**config.mk**
```make
export PLATFORM = sky130hd
export DESIGN_NAME = hwag_tooth_period
export DESIGN_NICKNAME = d
export VERILOG_FILES = /design/src/rtl/hwag_tooth_period.sv
export SDC_FILE = /design/constraint.sdc
export NUM_CORES = 1
export LEC_CHECK = 0
export BUFFER_PORTS_ARGS = -buffer_cell sky130_fd_sc_hd__buf_2
export CORE_MARGIN = 10
export CORE_UTILIZATION = 50
export CTS_CLUSTER_DIAMETER = 80
export CTS_CLUSTER_SIZE = 8
export DETAILED_ROUTE_END_ITERATION = 12
export GPL_TIMING_DRIVEN = 0
export PLACE_DENSITY = 0.69
export SLEW_MARGIN = 15
export SYNTH_ARGS = -nofsm -noshare
export SYNTH_HDL_FRONTEND = slang
export SYNTH_SLANG_ARGS = --single-unit
```
**constraint.sdc**
```tcl
create_clock -name clk -period 5.22 [get_ports clk]
set_clock_uncertainty 0.2 [all_clocks]
set_input_delay 0 -clock clk [delete_from_list [all_inputs] [get_ports clk]]
set_output_delay 0 -clock clk [all_outputs]
set_load 0.005 [all_outputs]
```
**src/rtl/hwag_tooth_period.sv**
```systemverilog
// Tooth-period timer and missing-tooth synchroniser for the HWAG angle generator.
// Optional build macro HWAG_TOOTH_CHECK_EN enables tooth-count checking at the gap.
module hwag_tooth_period #(
  parameter int WIDTH   = 24,
  parameter int TEETH   = 60,
  parameter int MISSING = 2
) (
  input  logic             clk,
  input  logic             rst,
  input  logic             ena,
  input  logic             edge_in,
  output logic [WIDTH-1:0] period,
  output logic             period_valid,
  output logic [7:0]       tooth_num,
  output logic             gap,
  output logic             synced,
  output logic             overflow,
  output logic             sync_err
);

  // state    | meaning
  // S_IDLE   | block disabled, everything held cleared
  // S_FIRST  | waiting for the edge that starts a measurement
  // S_SECOND | next edge yields the first period (no gap test)
  // S_HUNT   | measuring, searching for the gap
  // S_SYNC   | locked to the wheel, tooth_num tracks position
  typedef enum logic [2:0] {
    S_IDLE,
    S_FIRST,
    S_SECOND,
    S_HUNT,
    S_SYNC
  } state_t;

  localparam logic [7:0] LAST_TOOTH = 8'(TEETH - 1);
  localparam logic [7:0] GAP_TOOTH  = 8'(TEETH - MISSING - 1);

  state_t state, state_nx;

  logic [WIDTH-1:0] cnt, cnt_nx;
  logic [WIDTH-1:0] prev_period, prev_nx;
  logic [WIDTH-1:0] period_new, period_nx;
  logic             period_valid_nx, gap_nx, synced_nx, overflow_nx, sync_err_nx;
  logic [7:0]       tooth_nx, tooth_inc;
  logic             cnt_max, gap_hit, tooth_mismatch;

  assign cnt_max    = &cnt;
  assign period_new = cnt_max ? cnt : cnt + WIDTH'(1);
  // Compare at WIDTH+1 bits so doubling prev_period cannot wrap.
  assign gap_hit    = {1'b0, period_new} >= {prev_period, 1'b0};
  assign tooth_inc  = (tooth_num == LAST_TOOTH) ? tooth_num : tooth_num + 8'd1;

`ifdef HWAG_TOOTH_CHECK_EN
  assign tooth_mismatch = gap_hit != (tooth_num == GAP_TOOTH);
`else
  assign tooth_mismatch = 1'b0;
`endif

  always_ff @(posedge clk or negedge rst) begin
    if (!rst) state <= S_IDLE;
    else      state <= state_nx;
  end

  always_comb begin
    state_nx = state;
    if (!ena) begin
      state_nx = S_IDLE;
    end else begin
      case (state)
        S_IDLE:  state_nx = S_FIRST;
        S_FIRST: if (edge_in) state_nx = S_SECOND;
        S_SECOND: begin
          if (cnt_max)      state_nx = edge_in ? S_SECOND : S_FIRST;
          else if (edge_in) state_nx = S_HUNT;
        end
        S_HUNT: begin
          if (cnt_max)                 state_nx = edge_in ? S_SECOND : S_FIRST;
          else if (edge_in && gap_hit) state_nx = S_SYNC;
        end
        S_SYNC: begin
          if (cnt_max)                        state_nx = edge_in ? S_SECOND : S_FIRST;
          else if (edge_in && tooth_mismatch) state_nx = S_HUNT;
        end
        default: state_nx = S_IDLE;
      endcase
    end
  end

  always_comb begin
    cnt_nx          = cnt;
    prev_nx         = prev_period;
    period_nx       = period;
    period_valid_nx = 1'b0;
    gap_nx          = 1'b0;
    tooth_nx        = tooth_num;
    synced_nx       = synced;
    overflow_nx     = overflow;
    sync_err_nx     = 1'b0;
    if (!ena || state == S_IDLE) begin
      cnt_nx      = '0;
      prev_nx     = '0;
      period_nx   = '0;
      tooth_nx    = '0;
      synced_nx   = 1'b0;
      overflow_nx = 1'b0;
    end else begin
      if (edge_in)       cnt_nx = '0;
      else if (!cnt_max) cnt_nx = cnt + WIDTH'(1);

      if (cnt_max) begin
        // An edge landing on saturation still restarts the measurement.
        overflow_nx = 1'b1;
        synced_nx   = 1'b0;
        tooth_nx    = '0;
        if (edge_in) period_nx = '1;
      end else if (edge_in && state != S_FIRST) begin
        period_nx       = period_new;
        period_valid_nx = 1'b1;
        prev_nx         = period_new;
        if (state == S_HUNT && gap_hit) begin
          gap_nx    = 1'b1;
          tooth_nx  = '0;
          synced_nx = 1'b1;
        end else if (state == S_SYNC) begin
          if (tooth_mismatch) begin
            sync_err_nx = 1'b1;
            synced_nx   = 1'b0;
            tooth_nx    = '0;
          end else if (gap_hit) begin
            gap_nx   = 1'b1;
            tooth_nx = '0;
          end else begin
            tooth_nx = tooth_inc;
          end
        end
      end
    end
  end

  always_ff @(posedge clk or negedge rst) begin
    if (!rst) begin
      cnt          <= '0;
      prev_period  <= '0;
      period       <= '0;
      period_valid <= 1'b0;
      gap          <= 1'b0;
      tooth_num    <= '0;
      synced       <= 1'b0;
      overflow     <= 1'b0;
      sync_err     <= 1'b0;
    end else begin
      cnt          <= cnt_nx;
      prev_period  <= prev_nx;
      period       <= period_nx;
      period_valid <= period_valid_nx;
      gap          <= gap_nx;
      tooth_num    <= tooth_nx;
      synced       <= synced_nx;
      overflow     <= overflow_nx;
      sync_err     <= sync_err_nx;
    end
  end

endmodule

```
==> summary.md, run 1 <==
| Metric | Value |
|---|---|
| Initial Util | 50.9% |
| Fin crit share | 94.2% |
| Number of cell rows | 35 |
| Pin count of the biggest net entering global routing | 48 |
| Length of routed wiring on met1 | 5220 um |
| Count of flip-flops with a built-in enable after synthesis | 0 |
| Vias in the first global route | 3753 |
| Path type of the worst setup path | reg2reg |
| GR Overflow Total | 0 |
| Via-to-Cell Ratio | 5.74 |
| Amount of wire on met3 after detailed routing | 681 um |
| WP data arrival | 5.02 ns |
| Sequential-to-total area share from yosys stat | 46.7% |
| Remaining DRCs | 0 |
| Area of the die | 0.0136 sq mm |
| Level count of the clock H-tree | 3 |
| Sum of routed wire length over all layers | 11300 um |
| Static power due to leakage | 2.59 nW |
| Power per cell area | 364 mW/mm^2 |
| Share of async-settable or async-resettable flops after synthesis | 100% |
| Maximum fanout along the worst path | 10 |
| Placeable core area | 0.00915 sq mm |
| Clock sink total | 87 |
| Maximum buffer depth of the clock tree | 2 |
| Number of buffers inserted by port buffering | 38 |
| Slew at the pin closest to its max-slew limit | 0.693 ns |
| Clock network latency to the later pin of the worst-skew pair | 0.36 ns |
| Worst Hold Class | reg2reg |
| VDD IR-drop max | 0.197 mV |
| Max Transition Viols Final | 0 |
| Fraction of final layout cells with drive strength greater than 1 | 14.8% |
| Post-synth top flop | dfrtp_1 |
| Status | completed |
| Routability Congestion | 0.831 |
| Wire length on met2 | 5220 um |
| Number of cells produced by synthesis | 499 |
| # setup viols final | 0 |
| HPWL after DPL | 8010 um |
| Number of antenna violations at the first check in global routing | 0 |
| Cts bufs inserted | 9 |
| Cell Area, Synth | 0.00466 sq mm |
| Number of DRC violations after detailed-routing iteration 0 | 274 |
| Boundary pin count | 41 |
| Width of the die | 117 um |
| Synth-to-layout area growth | 13.9% |
| CP Data Required Time | 5.32 ns |
| Number of violations of the max-capacitance limit | 0 |
| Setup crit start kind | register |
| Buffer cell driving the clock tree root | clkbuf_8 |
| Nets in the synthesized netlist | 529 |
| Routed via count | 3849 |
| Post-Syn Area per Cell | 9.34 sq um |
| Final Critical Period | 4.92 ns |
| Total negative setup slack | 0 ns |
| FF+latch count, synth | 87 |
| Max Freq | 0.203 GHz |
| Total global routing track utilization | 17.6% |
| Number of warnings reported in the yosys synthesis log | 0 |
| Type of element capturing the critical path | register |
| First-pass GRT wire length | 18900 um |
| TritonCTS clock tree | yes |
| Chip Height | 117 um |
| CTS clock-pin slew for the worst setup and hold paths | 0.09 ns |
| Detailed-route wire length per cell | 16.9 um |
| Number of distinct library cell variants in the gate-level netlist after synthesis | 60 |
| Post-layout nets | 585 |
| Number of optimization iterations in the first detailed-route pass | 5 |
| Post-DRT Antenna Nets | 0 |
| Highest routed layer | met4 |
| Normalized max-slew margin | 53.8% |
| Unrepaired setup endpoints after global routing | false |
| Diodes inserted | 0 |
| Final-report hold violation count | 0 |
| Total power | 1.93 mW |
## layer usage
metal,global-route usage [%],vias up
met3,4.16,19
met4,6.59,0
met1,23.5,1880
met5,0,-
li1,-,1839
met2,27.2,111
## Yosys cell counts (5+ instances only)
| master | count | area (sq um) |
|---|---|---|
| dfrtp_1 | 87 | 2180 |
| nor2_1 | 51 | 191 |
| a21oi_1 | 48 | 240 |
| inv_1 | 45 | 169 |
| nand2_1 | 40 | 150 |
| ha_1 | 26 | 325 |
| o21ai_0 | 24 | 120 |
| nand3_1 | 22 | 110 |
| clkbuf_1 | 12 | 45.0 |
| o21a_1 | 11 | 82.6 |
| xor2_1 | 9 | 78.8 |
| nand4_1 | 8 | 50.1 |
| xnor2_1 | 8 | 70.1 |
| a211oi_1 | 7 | 52.6 |
| a21boi_1 | 6 | 45.0 |
| and3_1 | 6 | 37.5 |
| buf_2 | 5 | 25.0 |
| buf_6 | 5 | 56.3 |
| nor3_1 | 5 | 25.0 |
| nor3b_1 | 5 | 37.5 |
## critical path, cell delays in order, from the launching register on
cell	delay, ns
dfrtp_1	0.42
nand4_1	0.16
or3_4	0.43
nor3_4	0.43
buf_6	0.23
nor3_1	0.08
xnor2_1	0.38
inv_1	0.08
ha_1	0.30
a21oi_1	0.20
o21a_1	0.14
o221ai_1	0.13
a221o_1	0.37
or2_2	0.37
a21o_1	0.21
a41oi_1	0.15
dlygate4sd3_1	0.57
## area by class of cell
cell class,instances,area [sq um]
timing repair buffer,45,290
clock buffer,10,128
inverter,46,175
fill,789,3850
sequential,87,2180
multi-input combinational,341,2160
buffer,25,153
tap,111,139
clock inverter,5,83.8
## registers in the layout, summed over array words and instances (netlist names), 3 cells and up
signal and cells:
cnt 24, prev_period 24, state 3, period 24, tooth_num 8
## kinds of logic (layout without fill, tap and decap cells)
| logic type | after synthesis | after routing | share of synthesized area (%) |
|---|---|---|---|
| and+or+nand+nor | 171 | 171 | 18.7 |
| AOI/OAI and AO/OA | 122 | 122 | 16.4 |
| DFF | 87 | 87 | 46.7 |
| buffers and inverters | 71 | 131 | 7.04 |
| adders and majority gates | 26 | 26 | 6.98 |
| xor gates and xnor gates | 17 | 17 | 3.20 |
| muxes | 4 | 4 | 0.859 |
| other | 1 | 1 | 0.0805 |
## per-stage QoR
step | cells | area (sq um) | hold slack, ns | utilization (%) | setup WS [ns]
after floorplan | 499 | 4660 | -0.496 | - | 1.30
after global placement | 648 | 4990 | 0.0815 | 54.5 | 0.758
after detailed placement | 649 | 5020 | -0.169 | 54.8 | 0.692
after CTS | 670 | 5300 | 0.285 | 57.9 | 0.191
after global routing | 670 | 5310 | 0.306 | 58.0 | 0.0191
final | 670 | 5310 | 0.277 | 58.0 | 0.302
## worst paths after layout
| path | from | to | slack [ns] | depth (start not counted) |
|---|---|---|---|---|
| worst min-delay path | period[2]$_DFFE_PN0P_ | period[2]$_DFFE_PN0P_ | 0.28 | 2 |
| max in group asynchronous | rst | cnt[17]$_DFF_PN0_ | 4.09 | 4 |
| worst min register to register | period[2]$_DFFE_PN0P_ | period[2]$_DFFE_PN0P_ | 0.28 | 2 |
| worst max register to register | cnt[20]$_DFF_PN0_ | state[1]$_DFFE_PN0P_ | 0.30 | 16 |
| worst max-delay path | cnt[20]$_DFF_PN0_ | state[1]$_DFFE_PN0P_ | 0.30 | 16 |
| min in group asynchronous | rst | cnt[1]$_DFF_PN0_ | 0.51 | 4 |
## cell usage in the layout, fill, tap and decap left out, types with 6 or more instances in the layout
cell type,count
nand2_1,40
ha_1,26
o21ai_0,24
and3_1,6
inv_1,45
clkbuf_1,13
buf_2,42
a21boi_1,6
xnor2_1,8
o21a_1,11
nand4_1,8
nor2_1,51
dfrtp_1,87
xor2_1,9
a211oi_1,7
a21oi_1,48
nand3_1,22
clkbuf_8,9
## report_power, final
part | total [mW] | switching (mW) | internal, mW
registers | 0.810 | 0.0451 | 0.765
logic | 0.609 | 0.384 | 0.224
clock network | 0.515 | 0.247 | 0.268
## what timing repair did
| action | CTS | global route |
|---|---|---|
| endpoints found under the setup margin | 0 | 1 |
| endpoints found under the hold margin | 94 | 0 |
| resized for setup | 0 | 1 |
| hold buffers | 6 | 0 |
| buffers inserted | 0 | 0 |
No activity file was read; power rests on OpenSTA's default activity.
==> inputs of run 2 (changes only) <==
--- a/config.mk
+++ b/config.mk
@@ -5,6 +5,7 @@
 export SDC_FILE = /design/constraint.sdc
 export NUM_CORES = 1
 export LEC_CHECK = 0
+export ABC_AREA = 1
 export BUFFER_PORTS_ARGS = -buffer_cell sky130_fd_sc_hd__buf_2
 export CORE_MARGIN = 10
 export CORE_UTILIZATION = 50
@@ -12,7 +13,7 @@
 export CTS_CLUSTER_SIZE = 8
 export DETAILED_ROUTE_END_ITERATION = 12
 export GPL_TIMING_DRIVEN = 0
-export PLACE_DENSITY = 0.69
+export PLACE_DENSITY = 0.71
 export SLEW_MARGIN = 15
 export SYNTH_ARGS = -nofsm -noshare
 export SYNTH_HDL_FRONTEND = slang
==> constraint.sdc (replaced) <==
create_clock -name clk -period 4.25 [get_ports clk]
set_clock_uncertainty 0.2 [all_clocks]
set_input_delay 0 -clock clk [delete_from_list [all_inputs] [get_ports clk]]
set_output_delay 0 -clock clk [all_outputs]
set_load 0.005 [all_outputs]
==> run 2 against run 1 <==
Against the previous run: flip-flop and latch count did not move; critical path depth rose by 7; sequential share of layout area fell by 2.0 points; non-clock buffer count fell by 9; combinational power rose by 28%; core utilization rose by 1.5 points; wire length rose by 7.5%; final cell count rose by 19%; maximum frequency rose by 26%; first-iteration DRC count fell by 14%.
==> summary.md, run 2 <==
| Metric | Value |
|---|---|
| Status | completed (unchanged) |
| Placeable core area | 0.00937 sq mm (was 0.00915 sq mm) |
| Startpoint of the lowest-slack hold path | period[2]$_DFFE_PN0P_ (unchanged) |
| List of cells traversed by the critical path | ha_1 > nand3_1 > nor2_2 > nand3_1 > inv_1 > nand3_2 > nand3_1 > xnor2_1 > ha_1 > nand2_1 > nand2_1 > nand2_1 > nand2_1 > nand2_1 > nand2_1 > nor2_2 > nand3_2 > nand2_1 > nand2_1 > nand2_1 > nand2_1 > o21ai_1 > dlygate4sd3_1 (was nand4_1 > or3_4 > nor3_4 > buf_6 > nor3_1 > xnor2_1 > inv_1 > ha_1 > a21oi_1 > o21a_1 > o221ai_1 > a221o_1 > or2_2 > a21o_1 > a41oi_1 > dlygate4sd3_1) |
| Final-report hold violation count | 0 (unchanged) |
| Maximum buffer depth of the clock tree | 2 (unchanged) |
| Post-synth top flop | dfrtp_1 (unchanged) |
| Number of buffers inserted by port buffering | 38 (unchanged) |
| Power per cell area | 446 mW/mm^2 (was 364 mW/mm^2) |
| Post-CTS setup buffer count | 0 (unchanged) |
| Number of violations of the max-capacitance limit | 0 (unchanged) |
| Number of distinct library cell variants in the gate-level netlist after synthesis | 38 (was 60) |
| Static power due to leakage | 2.85 nW (was 2.59 nW) |
| Leading cell type by number of instances after synthesis | nand2_1 (was dfrtp_1) |
| HPWL after DPL | 9260 um (was 8010 um) |
| Setup crit start kind | register (unchanged) |
| Leading post-synthesis cells by cell area | dfrtp_1 45%, nand2_1 13%, nor2_1 6.7%, ha_1 6.7%, inv_1 4.3% (was dfrtp_1 47%, ha_1 7.0%, a21oi_1 5.2%, nor2_1 4.1%, inv_1 3.6%) |
| Post-Place Cells | 774 (was 649) |
| Internal reg-to-reg setup slack | 0.33 ns (was 0.30 ns) |
| Area of the die | 0.0141 sq mm (was 0.0136 sq mm) |
| CTS clock-pin slew for the worst setup and hold paths | 0.09 ns (about the same) |
| Pin count of the biggest net entering global routing | 59 (was 48) |
| Fin crit share | 92.2% (was 94.2%) |
| Nets in the synthesized netlist | 636 (was 529) |
| Routed via count | 4108 (was 3849) |
| Most numerous cell types in the synthesized netlist | 164 x nand2_1, 87 x dfrtp_1, 87 x nor2_1 (was 87 x dfrtp_1, 51 x nor2_1, 48 x a21oi_1) |
| Most common cell after layout, fill and taps aside | nand2_1 (was dfrtp_1) |
| Cell depth of the worst flop-to-flop path | 23 (was 16) |
| Post-DRT Antenna Nets | 0 (unchanged) |
| Sum of routed wire length over all layers | 12100 um (was 11300 um) |
| # setup viols final | 0 (unchanged) |
| Worst Hold Class | reg2reg (unchanged) |
| Maximum fanout along the worst path | 5 (was 10) |
| Number of standard cells in the layout, taps in and fillers out | 796 (was 670) |
| Most used cell along the critical path | nand2_1 |
| GR Overflow Total | 0 (unchanged) |
| Width of the die | 119 um (was 117 um) |
| Total global routing track utilization | 17.4% (was 17.6%) |
| VDD IR-drop max | 0.355 mV (was 0.197 mV) |
| Boundary pin count | 41 (unchanged) |
| Post-layout nets | 692 (was 585) |
| Number of antenna violations at the first check in global routing | 0 (unchanged) |
| Max Freq | 0.255 GHz (was 0.203 GHz) |
| Core Util, Final | 59.5% (was 58.0%) |
| Path type of the worst setup path | reg2reg (unchanged) |
| Hold slack | 0.282 ns (was 0.277 ns) |
| Share of Yosys cell area claimed by the top area cell type | 44.7% (was 46.7%) |
| Post-route standard cell area excluding fillers | 0.00557 sq mm (was 0.00531 sq mm) |
| Max Transition Viols Final | 0 (unchanged) |
| Number of cells traversed by the worst hold path | 2 (unchanged) |
| Standard cell with the maximum stage delay on the critical path | dlygate4sd3_1 (unchanged) |
| Critical R2R Launch | cnt[0]$_DFF_PN0_ (was cnt[20]$_DFF_PN0_) |
| Commonest cells after routing, fill and taps aside | 164 x nand2_1, 87 x dfrtp_1, 86 x nor2_1 (was 87 x dfrtp_1, 51 x nor2_1, 48 x a21oi_1) |
| Initial Util | 51.9% (was 50.9%) |
| FF+latch count, synth | 87 (unchanged) |
| Type of element capturing the critical path | register (unchanged) |
| Unrepaired setup endpoints after global routing | false (unchanged) |
| Diodes inserted | 0 (unchanged) |
| Count of flip-flops with a built-in enable after synthesis | 0 (unchanged) |
| Cell Area, Placed | 0.00525 sq mm (was 0.00502 sq mm) |
| Level count of the clock H-tree | 3 (unchanged) |
| Sequential-to-total area share from yosys stat | 44.7% (was 46.7%) |
| First-pass GRT wire length | 20300 um (was 18900 um) |
| Registers with the highest flip-flop counts | cnt: 24 flops, period: 24 flops, prev_period: 24 flops (unchanged) |
| Maximum single-stage delay on the critical path | 0.55 ns (was 0.57 ns) |
| Vias in the first global route | 4036 (was 3753) |
| Fraction of final layout cells with drive strength greater than 1 | 14.4% (was 14.8%) |
| WP data arrival | 4.01 ns (was 5.02 ns) |
| Final Critical Period | 3.92 ns (was 4.92 ns) |
| Worst Hold Path EP | period[2]$_DFFE_PN0P_ (unchanged) |
| Buffer cell driving the clock tree root | clkbuf_8 (unchanged) |
| Number of DRC violations after detailed-routing iteration 0 | 237 (was 274) |
| CP Data Required Time | 4.35 ns (was 5.32 ns) |
| TritonCTS clock tree | yes (unchanged) |
| Via-to-Cell Ratio | 5.16 (was 5.74) |
| Cell Area, Synth | 0.00487 sq mm (was 0.00466 sq mm) |
| Number of cells produced by synthesis | 606 (was 499) |
| Synth-to-layout area growth | 14.5% (was 13.9%) |
| Clock network latency to the later pin of the worst-skew pair | 0.36 ns (about the same) |
| Post-Syn Area per Cell | 8.03 sq um (was 9.34 sq um) |
| Cts bufs inserted | 9 (unchanged) |
| Detailed-route wire length per cell | 15.3 um (was 16.9 um) |
| Share of async-settable or async-resettable flops after synthesis | 100% (unchanged) |
| Remaining DRCs | 0 (unchanged) |
| Number of optimization iterations in the first detailed-route pass | 5 (unchanged) |
| Number of warnings reported in the yosys synthesis log | 0 (unchanged) |
| Chip Height | 119 um (was 117 um) |
| Reg-to-reg critical path endpoint | state[0]$_DFFE_PN0P_ (was state[1]$_DFFE_PN0P_) |
| Routability Congestion | 0.924 (was 0.831) |
| Clock sink total | 87 (unchanged) |
| Total negative setup slack | 0 ns (unchanged) |
| Top cell type by total area after synthesis | dfrtp_1 (unchanged) |
| Number of cell rows | 35 (unchanged) |
## run 2: cell types whose count changed after synthesis, moves of 7 or more
cell / previous run / this run
a21oi_1: 48 / 29
nor2_1: 51 / 87
clkbuf_1: 12 / 5
inv_1: 45 / 56
o21ai_1: 1 / 8
a211oi_1: 7 / 0
nand2_1: 40 / 164
## run 2: repair_timing
action	CTS	global route
resized for setup	0	2
endpoints found under the setup margin	0	1
hold endpoints to repair	96	0
hold buffers	6	0
## run 2: layout make-up
class | count | area (sq um)
buffer | 16 | 100
inverter | 61 | 234
fill | 882 | 3800
timing repair buffer | 45 | 290
sequential | 87 | 2180
clock buffer | 11 | 141
multi-input combinational | 442 | 2360
clock inverter | 5 | 105
tap | 129 | 161
## run 2: worst max-delay path by stage
stage,start,endpoint,slack (ns),depth (start not counted)
after floorplan,cnt[0]$_DFF_PN0_,tooth_num[2]$_DFFE_PN0P_,1.29,21
after global placement,cnt[0]$_DFF_PN0_,tooth_num[1]$_DFFE_PN0P_,0.51,22
after detailed placement,cnt[0]$_DFF_PN0_,tooth_num[7]$_DFFE_PN0P_,0.48,22
after CTS,cnt[0]$_DFF_PN0_,state[0]$_DFFE_PN0P_,0.16,23
after global routing,cnt[0]$_DFF_PN0_,state[0]$_DFFE_PN0P_,0.06,23
final,cnt[0]$_DFF_PN0_,state[0]$_DFFE_PN0P_,0.33,23
## run 2: power by group
part / internal [mW] / total, mW / switching, mW
Sequential: 0.935 / 0.994 / 0.0594
Clock: 0.407 / 0.713 / 0.306
Combinational: 0.264 / 0.778 / 0.514
## run 2: worst max-delay path: cells and delay by family (launching register included)
family          cells  cell delay (ns)
fa+ha+maj           2             0.56
flops               1             0.38
buf+inv             2             0.68
xor+xnor            1             0.22
compound gates      1             0.06
simple gates       17             1.72
## run 2: cell families (layout without fill, tap and decap cells)
logic type / count (synthesis) / after routing / synth area share, %
AO/OA/AOI/OAI: 77 / 77 / 8.97
XOR/XNOR: 25 / 25 / 4.50
adder cells (fa/ha/maj): 26 / 26 / 6.68
buffers and inverters: 77 / 138 / 6.86
flip-flops: 87 / 87 / 44.7
other: 1 / 1 / 0.0770
AND/OR/NAND/NOR: 313 / 313 / 28.2
## run 2: metrics by stage
| step | total power, mW | worst slack, ns |
|---|---|---|
| after detailed placement | 1.78 | 0.478 |
| final | 2.49 | 0.332 |
| after floorplan | 1.53 | 1.29 |
| after CTS | 2.50 | 0.159 |
| after global routing | 2.65 | 0.0640 |
| after global placement | 1.75 | 0.506 |
## run 2: layer usage
| layer | vias up | routed length (um) | track usage, % |
|---|---|---|---|
| li1 | 2035 | - | - |
| met1 | 1965 | 6030 | 24.7 |
| met2 | 101 | 5400 | 26.5 |
| met3 | 7 | 625 | 3.47 |
| met4 | 0 | 81 | 3.97 |
| met5 | - | 0 | 0 |
